## config.mk

```make
export PLATFORM = sky130hd
export DESIGN_NAME = spi_key_loader
export DESIGN_NICKNAME = d
export VERILOG_FILES = /design/src/rtl/spi_key_loader.sv
export SDC_FILE = /design/constraint.sdc
export NUM_CORES = 1
export LEC_CHECK = 0
export BUFFER_PORTS_ARGS = -buffer_cell sky130_fd_sc_hd__buf_4
export CAP_MARGIN = 5
export CORE_MARGIN = 3
export CORE_UTILIZATION = 68
export DETAILED_ROUTE_END_ITERATION = 12
export HOLD_SLACK_MARGIN = 0.03
export PLACE_DENSITY = 0.85
export SLEW_MARGIN = 5
export SYNTH_ARGS = -nofsm -noshare
export SYNTH_HDL_FRONTEND = slang
export SYNTH_SLANG_ARGS = --single-unit
export TNS_END_PERCENT = 10
```

## constraint.sdc

```tcl
create_clock -name clk -period 89 [get_ports clk]
set_clock_uncertainty 0.15 [all_clocks]
set_input_delay 17.8 -clock clk [delete_from_list [all_inputs] [get_ports clk]]
set_output_delay 17.8 -clock clk [all_outputs]
set_load 0.1 [all_outputs]
```

## src/rtl/spi_key_loader.sv

```systemverilog
// spi_key_loader: loads NUM_KEYS round keys of KEY_WIDTH bits each into a key file.
// The keys arrive on asynchronous SPI-style pins (spi_clk, spi_serial, spi_cs_n).
// All three pins are synchronised into clk before use. The key file is read
// through a registered port.
//
// Handshake: there is no valid/ready pair on this block. key_wr is a one-cycle
// strobe with key_wr_idx valid in that same cycle. It rises on the same edge that
// writes the key file, and the consumer may not stall it.
module spi_key_loader #(
  parameter int KEY_WIDTH   = 48,
  parameter int NUM_KEYS    = 16,
  parameter int MSB_FIRST   = 1,
  parameter int SYNC_STAGES = 2,
  localparam int IDX_W      = $clog2(NUM_KEYS)
) (
  input  logic                 clk,
  input  logic                 rst,
  input  logic                 spi_clk,
  input  logic                 spi_serial,
  input  logic                 spi_cs_n,
  input  logic [IDX_W-1:0]     rd_idx,
  output logic [KEY_WIDTH-1:0] rd_key,
  output logic                 key_wr,
  output logic [IDX_W-1:0]     key_wr_idx,
  output logic                 keys_ready,
  output logic                 frame_err,
  output logic                 overrun_err
);

  localparam int CNT_W      = $clog2(KEY_WIDTH + 1);
  // The file is sized to the full index range. Entries at or above NUM_KEYS are
  // never written, so they read back as zero without an explicit range compare.
  localparam int FILE_DEPTH = 1 << IDX_W;

  localparam logic [1:0] IDLE   = 2'd0;
  localparam logic [1:0] SHIFT  = 2'd1;
  localparam logic [1:0] COMMIT = 2'd2;
  localparam logic [1:0] DONE   = 2'd3;

  logic [SYNC_STAGES-1:0] sclk_sync;
  logic [SYNC_STAGES-1:0] sdat_sync;
  logic [SYNC_STAGES-1:0] cs_sync;
  logic                   sclk_prev;
  logic                   cs_prev;

  logic                   sclk_s;
  logic                   sdat_s;
  logic                   cs_s;
  logic                   rise;
  logic                   cs_fall;

  logic [1:0]             state;
  logic [KEY_WIDTH-1:0]   sr;
  logic [KEY_WIDTH-1:0]   shift_next;
  logic [CNT_W-1:0]       bit_cnt;
  logic [IDX_W-1:0]       key_idx;
  logic [KEY_WIDTH-1:0]   keys [FILE_DEPTH];

  // Pin synchronisers. cs_n resets to its inactive level, so a pin already
  // high when reset is released is not mistaken for a frame start.
  always_ff @(posedge clk or posedge rst) begin
    if (rst) begin
      sclk_sync <= '0;
      sdat_sync <= '0;
      cs_sync   <= '1;
      sclk_prev <= 1'b0;
      cs_prev   <= 1'b1;
    end else begin
      sclk_sync <= {sclk_sync[SYNC_STAGES-2:0], spi_clk};
      sdat_sync <= {sdat_sync[SYNC_STAGES-2:0], spi_serial};
      cs_sync   <= {cs_sync[SYNC_STAGES-2:0], spi_cs_n};
      sclk_prev <= sclk_sync[SYNC_STAGES-1];
      cs_prev   <= cs_sync[SYNC_STAGES-1];
    end
  end

  // Edge detection. Data is taken from the same synchroniser depth as the clock.
  always_comb begin
    sclk_s  = sclk_sync[SYNC_STAGES-1];
    sdat_s  = sdat_sync[SYNC_STAGES-1];
    cs_s    = cs_sync[SYNC_STAGES-1];
    rise    = sclk_s & ~sclk_prev;
    cs_fall = ~cs_s & cs_prev;
  end

  // Next shift-register value for the configured bit order.
  always_comb begin
    shift_next = sr;
    if (MSB_FIRST != 0) begin
      shift_next = {sr[KEY_WIDTH-2:0], sdat_s};
    end else begin
      shift_next = {sdat_s, sr[KEY_WIDTH-1:1]};
    end
  end

  // Frame control FSM. In SHIFT, a data rise has priority over cs_n going high,
  // so a final bit that arrives together with cs_n rising still commits.
  always_ff @(posedge clk or posedge rst) begin
    if (rst) begin
      state       <= IDLE;
      sr          <= '0;
      bit_cnt     <= '0;
      key_idx     <= '0;
      key_wr      <= 1'b0;
      key_wr_idx  <= '0;
      keys_ready  <= 1'b0;
      frame_err   <= 1'b0;
      overrun_err <= 1'b0;
    end else begin
      key_wr <= 1'b0;
      case (state)
        IDLE: begin
          if (cs_fall) begin
            state       <= SHIFT;
            bit_cnt     <= '0;
            key_idx     <= '0;
            keys_ready  <= 1'b0;
            frame_err   <= 1'b0;
            overrun_err <= 1'b0;
          end
        end
        SHIFT: begin
          if (rise) begin
            sr <= shift_next;
            if (bit_cnt == CNT_W'(KEY_WIDTH - 1)) begin
              bit_cnt <= '0;
              state   <= COMMIT;
            end else begin
              bit_cnt <= bit_cnt + CNT_W'(1);
            end
          end else if (cs_s) begin
            // The host aborted mid-key. Drop the partial key and keep the
            // keys that were already committed.
            state     <= IDLE;
            frame_err <= 1'b1;
          end
        end
        COMMIT: begin
          key_wr     <= 1'b1;
          key_wr_idx <= key_idx;
          bit_cnt    <= '0;
          if (key_idx == IDX_W'(NUM_KEYS - 1)) begin
            state      <= DONE;
            keys_ready <= 1'b1;
          end else begin
            key_idx <= key_idx + IDX_W'(1);
            state   <= SHIFT;
          end
        end
        DONE: begin
          if (cs_s) begin
            state <= IDLE;
          end else if (rise) begin
            overrun_err <= 1'b1;
          end
        end
        default: state <= IDLE;
      endcase
    end
  end

  // Key file write. The commit lands on the same edge that raises key_wr.
  always_ff @(posedge clk or posedge rst) begin
    if (rst) begin
      for (int i = 0; i < FILE_DEPTH; i++) begin
        keys[i] <= '0;
      end
    end else if (state == COMMIT) begin
      keys[key_idx] <= sr;
    end
  end

  // Registered read port. A read of the entry being committed returns the old
  // value in that cycle and the new value in the next cycle.
  always_ff @(posedge clk or posedge rst) begin
    if (rst) begin
      rd_key <= '0;
    end else begin
      rd_key <= keys[rd_idx];
    end
  end

endmodule

```

; ---- Yosys cells after proc, flatten, opt, wreduce, memory -nomap -nowiden
; Index checks and enable logic that the tools add are counted.
[op_classes]
addsub = 2
order_cmp = 3
eq_ne = 14
n_mux = 29
bitwise_logic = 6
reduce_logical = 13
[ops]
columns = cell, n
row1 = bitwise mux 768 bit, 1
row2 = binary-select mux 48 bit (select 4 bit), 1
row3 = demux 48 bit (select 4 bit), 1
row4 = two-way mux 48 bit, 3
row5 = two-way mux 6 bit, 3
row6 = case mux 6 bit (3 select lines), 1
row7 = "inequality test 2 bit, second input constant", 8
row8 = ">= comparator 5 bit, second input constant", 2
row9 = two-way mux 2 bit, 5
row10 = inverter 4 -> 5 bit, 2
row11 = AND reduction 3 bit, 3
row12 = two-way mux 4 bit, 2
row13 = case mux 2 bit (4 select lines), 1
row14 = case mux 4 bit (2 select lines), 1
row15 = AND reduction 4 bit, 2
row16 = two-way mux 1 bit, 7
row17 = "adder 6 x 1 -> 6 bit, second input constant", 1
row18 = "== test 6 bit, second input constant", 1
row19 = case mux 1 bit (2 select lines), 3
row20 = nonzero test 2 bit, 3
row21 = "less-than comparator 5 x 1 -> 1 bit, second input constant", 1
row22 = "adder 4 x 1 -> 4 bit, second input constant", 1
row23 = "== test 2 bit, second input constant", 2
row24 = "== test 4 bit, second input constant", 1
row25 = 8 further kinds, 11
[totals]
ff_bits = 892
inputBits = 9
out_inout_bits = 56
word_cells = 98

; ---- Depth between registers and ports, before layout
; Gate-level depths: netlist (run 1).
[logic_depth]
ltp_word = 6
mapped_depth = 8

; ---- Worst setup path before layout (run 1)
; No wires, ideal clock.
[synth_path]
path_type = input port to flip-flop
from = in rd_idx[0]
to = reg rd_key[11]
setup_ps = 124
arrival_time_ps = 19206
t_required_ps = 88726
path_slack_ps = 69520
path_stages = 6
cell_sequence = clkbuf_1 > clkbuf_1 > buf_2 > mux4_2 > a22oi_1 > nand2_1
[synth_via]
elab_chain_len = 4
[synth_lines]
columns = item, line
row1 = from (decl), 21  ; input logic [IDX_W-1:0] rd_idx,
row2 = inverter 4 -> 5 bit (implied by the code), 179  ; rd_key <= keys[rd_idx];
row3 = binary-select mux 48 bit (select 4 bit), 179
row4 = two-way mux 48 bit (implied by the code) (2 in series), 179
row5 = to (signal assigned), 179
row6 = to (decl), 22  ; output logic [KEY_WIDTH-1:0] rd_key,
; Every way passes these cells. The select of a mux whose other input is x is not followed.
; A chain may end at the register's enable or synchronous reset.

==> results of run 1 <==
[flip-flops by register name, indices dropped and copies added, names as in the netlist]
name	cells
cs_prev	1
key_wr	1
sclk_sync	2
overrun_err	1
keys_ready	1
cs_sync	2
keys	768
state	2
bit_cnt	6
sclk_prev	1
rd_key	48
key_idx	4
sr	48
key_wr_idx	4
frame_err	1
sdat_sync	2
[critical path, stage by stage]
cell and delay, ns:
buf_4 0.13, inv_8 0.55, buf_4 0.78, buf_4 0.92, buf_4 0.85
[power by group through the flow]
stage	logic (mW)	clock network, mW	registers [mW]
finish	0.0240	0.399	0.412
global route	0.0264	0.419	0.413
CTS	0.0244	0.403	0.412
detailed placement	0.0243	0	0.420
global placement	0.0236	0	0.419
floorplan	0.0188	0	0.417
[layer usage]
layer / vias up / global-route usage
li1: 9195 / -
met3: 190 / 0.0682
met5: - / 0
met4: 0 / 0.112
met1: 12000 / 0.434
met2: 883 / 0.495
[metrics by stage]
| stage | utilization | std cells | worst slack (ns) |
|---|---|---|---|
| CTS | 0.766 | 3361 | 68.18 |
| floorplan | - | 2558 | 45.98 |
| finish | 0.766 | 3361 | 68.28 |
| detailed placement | 0.709 | 3200 | 67.48 |
| global route | 0.766 | 3361 | 67.74 |
| global placement | 0.709 | 3200 | 67.61 |
[cells by family after synthesis]
logic type      Yosys count  synth area share
compound gates          127            0.0239
fa+ha+maj                 5           0.00163
buf+inv                 218            0.0273
flops                   892             0.580
mux                     912             0.325
simple gates            404            0.0424
[worst max-delay path by stage]
stage,cells after the start,to,slack [ns]
finish,5,keys[621],68.28
global placement,5,sdat_sync[1],67.61
global route,5,sr[44],67.74
CTS,5,keys[429],68.18
detailed placement,5,keys[429],67.48
floorplan,1,bit_cnt[0],45.98
[final cells by class]
class | count | share of cell area
Inverter | 7 | 0.000824
Tap cell | 748 | 0.0220
Sequential cell | 892 | 0.525
Clock buffer | 127 | 0.0626
Multi-Input combinational cell | 1448 | 0.359
Timing Repair Buffer | 105 | 0.0192
Clock inverter | 34 | 0.0116
[cell usage after synthesis, types with 7 or more instances]
| cell type | number |
|---|---|
| dfrtp_1 | 889 |
| mux2_2 | 697 |
| nand2_1 | 353 |
| mux4_2 | 192 |
| clkbuf_1 | 111 |
| a22oi_1 | 96 |
| buf_2 | 77 |
| mux2_4 | 20 |
| nor2_1 | 16 |
| buf_6 | 14 |
| buf_4 | 8 |
| o21ai_0 | 8 |
| nand3_1 | 7 |
==> parameters.txt, run 1 <==
Parameter                              Value

Critical path
  Type of the setup path with the least slack    in2async
  Capturing point of the worst reg2reg path    keys[474]
  RR Startpoint    state[0]
  Endpoint arrival time on the critical path    between 20 and 25 ns
  Required time worst endpoint    about 90 ns
  Type of destination of the critical path    async pin
  Register-to-Register Setup Slack    85.72 ns
  Startpoint type of the worst setup path    input port
  Critical path launch point    rst
  Crit-path max FO    ~130
  Number of cell instances on the worst register-to-register path    6

Yosys
  Proportion of netlist area held by the largest area contributor    0.578
  Post-synth top flop    dfrtp_1
  Synth top area cells    dfrtp_1, mux2_2, mux4_2, nand2_1, a22oi_1
  Count of flip-flops with a built-in enable after synthesis    0
  Synthesized area divided by synthesized cell count    between 15 and 20 um^2
  Sequential fraction of the synthesis area    0.580
  Most area-hungry cell type in the Yosys netlist    dfrtp_1
  Post-synthesis cell count    2,558
  Warnings, synthesis    0
  Register bit total from synthesis    892
  Number of unique standard cell types used by synthesis    44
  Post-synth ARST share    1.00
  Cell area after synthesis    between 0.03 and 0.04 mm^2
  Net count after synthesis    2,572

Power and ir drop
  Proportion of total power due to net switching    0.215
  Fraction of power consumed by sequential logic    0.494
  Sum of internal, switching and leakage power    0.835 mW
  Clock Power Share    0.478
  Power per standard cell area    19.6 mW/mm^2
  Comb pwr share    0.029
  Total internal power    0.655 mW
  Switching power summed over all nets    0.180 mW
  Leakage power of the design    ~21 nW
  Worst vdd rail ir drop    roughly 17 uV

Global routing
  Maximum number of pins on one net before global-route repair    between 100 and 150
  Number of global-route vias before repair    ~24,000
  Global router's overall resource usage    0.311
  Overflow after GRT    0
  Wire length of the first global-routing pass    around 140,000 um
  Antenna violations before repair    0

Timing
  Max Transition Viols Final    0
  Max frequency    48.3 MHz
  Total negative slack for setup checks    0 ns
  Transition at the pin with the smallest max-transition slack    1.13 ns
  Rel. slew slack    0.244
  Endpoints failing setup    0
  Shortest clock period the worst path allows after layout    between 20 and 25 ns
  Final Hold Viols    0
  Worst hold margin    ~0.21 ns
  Final period utilization    0.233
  RSZ-0062 raised after global routing    false

Clock network
  Hold-fix buffers at CTS    0
  # Post-CTS Setup Buffers    0
  Clk Latency, worst-skew pair    0.64 ns
  Clock edge transition at the registers on the reported setup and hold paths    0.06 ns
  # resized after CTS    0
  Clock buffer count from CTS    between 80 and 90
  Clock Root Buffer    clkbuf_16
  H-tree depth reported by CTS    3
  CTS tree    done
  Sinks on the clock net    892
  Largest buffer count on any clock path    3

Floorplanning
  Chip Width    around 240 um
  Ports placed on the boundary    between 60 and 70
  Height of the chip    244 um
  Starting density of the core    0.693
  Core area    around 0.056 mm^2
  Number of rows created at floorplan    86
  Die Outline Area    0.0595 mm^2

Final layout
  Nets    2,556
  Synthesis-to-layout area growth    10.4%
  Number of filler cells placed in the layout    about 3,100
  Antenna Cells    0
  Ratio of cells with drive above 1 in the final layout    0.457
  Register Area    between 0.02 and 0.025 mm^2
  Area of the multi-input gates    approximately 0.015 mm^2
  Total non-filler cell area in the finished layout    0.0425 mm^2
  Commonest non-fill, non-tap cell in the layout    dfrtp_1
  Highest-count cells in the layout ignoring fill and taps    dfrtp_1, mux2_2, nand2_1

Worst hold path
  Worst-case hold path end point    sdat_sync[1]
  Instance count along the most critical hold path    0
  Min-Delay Startpoint    sdat_sync[0]
  Kind of path behind the tightest hold check    reg2reg

Route
  First DRT Iteration DRCs    2,030
  Topmost layer with routed signal wires    met4
  Routed vias    22,200
  Final routed DRC violation total    0
  Met2 wirelength from detailed routing    43,700 um
  Detailed route wirelength on metal3    between 7000 and 8000 um
  Number of vias per cell after detailed routing    6.62
  Wire length per cell    26.7 um
  Detailed-routing wirelength on met1    36,200 um
  Total routed wirelength    between 80,000 and 90,000 um
  Number of routed nets with antenna violations    0
  Detailed-router iteration count before antenna repair    6

Outcome
  Run status    finished clean

Place
  Half-perimeter wire length of the detailed placement result    between 40,000 and 50,000 um
  Routability congestion estimate from global placement    around 0.77
  Post-detailed-placement cell area    0.0394 mm^2
  Count of buffers from port buffering    64

Job
  Max-cap viol count    0
Power figures use the tool's default switching activity.
==> run 2, diff against run 1 <==
--- a/config.mk
+++ b/config.mk
@@ -8,10 +8,10 @@
 export BUFFER_PORTS_ARGS = -buffer_cell sky130_fd_sc_hd__buf_4
 export CAP_MARGIN = 5
 export CORE_MARGIN = 3
-export CORE_UTILIZATION = 68
+export CORE_UTILIZATION = 57
 export DETAILED_ROUTE_END_ITERATION = 12
 export HOLD_SLACK_MARGIN = 0.03
-export PLACE_DENSITY = 0.85
+export PLACE_DENSITY = 0.76
 export SLEW_MARGIN = 5
 export SYNTH_ARGS = -nofsm -noshare
 export SYNTH_HDL_FRONTEND = slang
==> constraint.sdc (replaced) <==
create_clock -name clk -period 18.4 [get_ports clk]
set_clock_uncertainty 0.15 [all_clocks]
set_input_delay 3.68 -clock clk [delete_from_list [all_inputs] [get_ports clk]]
set_output_delay 3.68 -clock clk [all_outputs]
set_load 0.1 [all_outputs]
==> parameters.txt, run 2 (synthesized netlist as in run 1, its figures left out) <==
Parameter                              Value

Global routing
  Global router's overall resource usage    0.263
  Number of global-route vias before repair    approximately 23,000
  Maximum number of pins on one net before global-route repair    190
  Wire length of the first global-routing pass    141,000 um
  Overflow after GRT    0
  Antenna violations before repair    0

Job
  Max-cap viol count    0

Place
  Post-place setup slack    approximately 11 ns
  Post-detailed-placement cell area    0.0395 mm^2
  Count of buffers from port buffering    64
  Half-perimeter wire length of the detailed placement result    46,400 um
  Routability congestion estimate from global placement    0.742

Route
  Wire length per cell    ~26 um
  Number of routed nets with antenna violations    0
  Final routed DRC violation total    0
  Number of vias per cell after detailed routing    6.28
  Total routed wirelength    roughly 90,000 um
  First DRT Iteration DRCs    roughly 1,900
  Detailed-router iteration count before antenna repair    5
  Routed vias    21,900

Timing
  Endpoints failing setup    0
  Final period utilization    0.367
  Rel. slew slack    0.174
  Max Transition Viols Final    0
  Transition at the pin with the smallest max-transition slack    1.24 ns
  Total negative slack for setup checks    0 ns
  Shortest clock period the worst path allows after layout    6.76 ns
  Crit path setup slack, layout    ~12 ns
  RSZ-0062 raised after global routing    false
  Max frequency    148 MHz
  Final Hold Viols    0

Clock network
  # Post-CTS Setup Buffers    0
  Sinks on the clock net    892
  Clk Latency, worst-skew pair    slightly above 0.6 ns
  Clock edge transition at the registers on the reported setup and hold paths    0.06 ns
  Hold-fix buffers at CTS    0
  H-tree depth reported by CTS    3
  CTS tree    done
  Clock buffer count from CTS    between 80 and 90
  Clock Root Buffer    clkbuf_16
  Largest buffer count on any clock path    3
  # resized after CTS    0

Final layout
  Number of filler cells placed in the layout    roughly 4,700
  Post-route core utilization    0.643
  Reg with most FFs    keys
  Nets    2,558
  Commonest non-fill, non-tap cell in the layout    dfrtp_1
  Total non-filler cell area in the finished layout    0.0427 mm^2
  Antenna Cells    0
  Highest-count cells in the layout ignoring fill and taps    dfrtp_1, mux2_2, nand2_1
  Ratio of cells with drive above 1 in the final layout    0.453
  Registers with the highest flip-flop counts    keys: 768 flops, rd_key: 48 flops, sr: 48 flops
  Max reg flops    768
  Synthesis-to-layout area growth    10.9%

Floorplanning
  Height of the chip    266 um
  Ports placed on the boundary    65
  Starting density of the core    0.580
  Die Outline Area    a little over 0.07 mm^2
  Core area    0.0663 mm^2
  Number of rows created at floorplan    94
  Chip Width    266 um

Critical path
  Crit-path max FO    ~190
  RR Startpoint    state[0]
  Type of the setup path with the least slack    in2async
  Register-to-Register Setup Slack    about 15 ns
  Required time worst endpoint    ~19 ns
  Critical path launch point    rst
  Type of destination of the critical path    async pin
  Startpoint type of the worst setup path    input port
  Endpoint arrival time on the critical path    7.20 ns
  Capturing point of the worst reg2reg path    keys[435]
  Number of cell instances on the worst register-to-register path    6

Worst hold path
  Instance count along the most critical hold path    0
  Kind of path behind the tightest hold check    reg2reg
  Worst-case hold path end point    sdat_sync[1]
  Min-Delay Startpoint    sdat_sync[0]

Power and ir drop
  Leakage power of the design    ~21 nW
  Fraction of power consumed by sequential logic    0.493
  Comb pwr share    0.029
  Worst vdd rail ir drop    72.3 uV
  Sum of internal, switching and leakage power    4.05 mW
  Power per standard cell area    94.8 mW/mm^2
  Proportion of total power due to net switching    0.212
  Clock Power Share    0.478
  Switching power summed over all nets    0.859 mW
  Total internal power    3.19 mW

Outcome
  Run status    finished clean
## run 2: changes by cell type in the layout (fill, tap and decap cells not counted), sizes merged
cell      delta
buf          +1
clkbuf      +10
clkinv       -6
clkinvlp     -1
inv          -3
## run 2: area by class of cell
cell class                 count  area (um^2)  area share
clock inverter                24          429      0.0101
sequential                   892        22300       0.523
multi-input combinational   1448        15200       0.357
timing repair buffer         106          835      0.0196
clock buffer                 137         2740      0.0641
tap                          864         1080      0.0253
inverter                       7         31.3    0.000733
## run 2: per-stage QoR
step	hold WS (ns)	cells
final	0.203	3478
after detailed placement	0.188	3317
after global routing	0.216	3478
after CTS	0.206	3478
after global placement	0.191	3317
after floorplan	0.181	2558
## run 2: worst max path at each step
stage	endpoint	depth (start not counted)	slack (ns)
final	keys[298]	6	11.64
after detailed placement	keys[297]	6	10.92
after CTS	keys[730]	6	11.56
after global routing	keys[298]	6	11.09
after global placement	keys[297]	6	11.03
after floorplan	bit_cnt[0]	1	2.30
## run 2: worst max-delay path: stages
cell and delay, ns:
buf_4 0.12, clkinvlp_4 0.05, buf_4 0.69, buf_4 0.71
buf_12 0.68, buf_4 0.91
## run 2: routing by layer
layer	GRT usage	share of wire	wire length [um]
met1	0.375	0.42	38100
met2	0.429	0.49	44400
met3	0.0375	0.062	5580
met4	0.0791	0.026	2340
met5	0	0	0
## run 2: power by group through the flow
stage | combinational, mW | clock, mW | sequential, mW
2_1_floorplan | 0.0913 | 0 | 2.02
3_3_place_gp | 0.117 | 0 | 2.03
3_5_place_dp | 0.120 | 0 | 2.03
4_1_cts | 0.120 | 1.96 | 1.99
5_1_grt | 0.129 | 2.05 | 2.00
6_report | 0.117 | 1.93 | 2.00
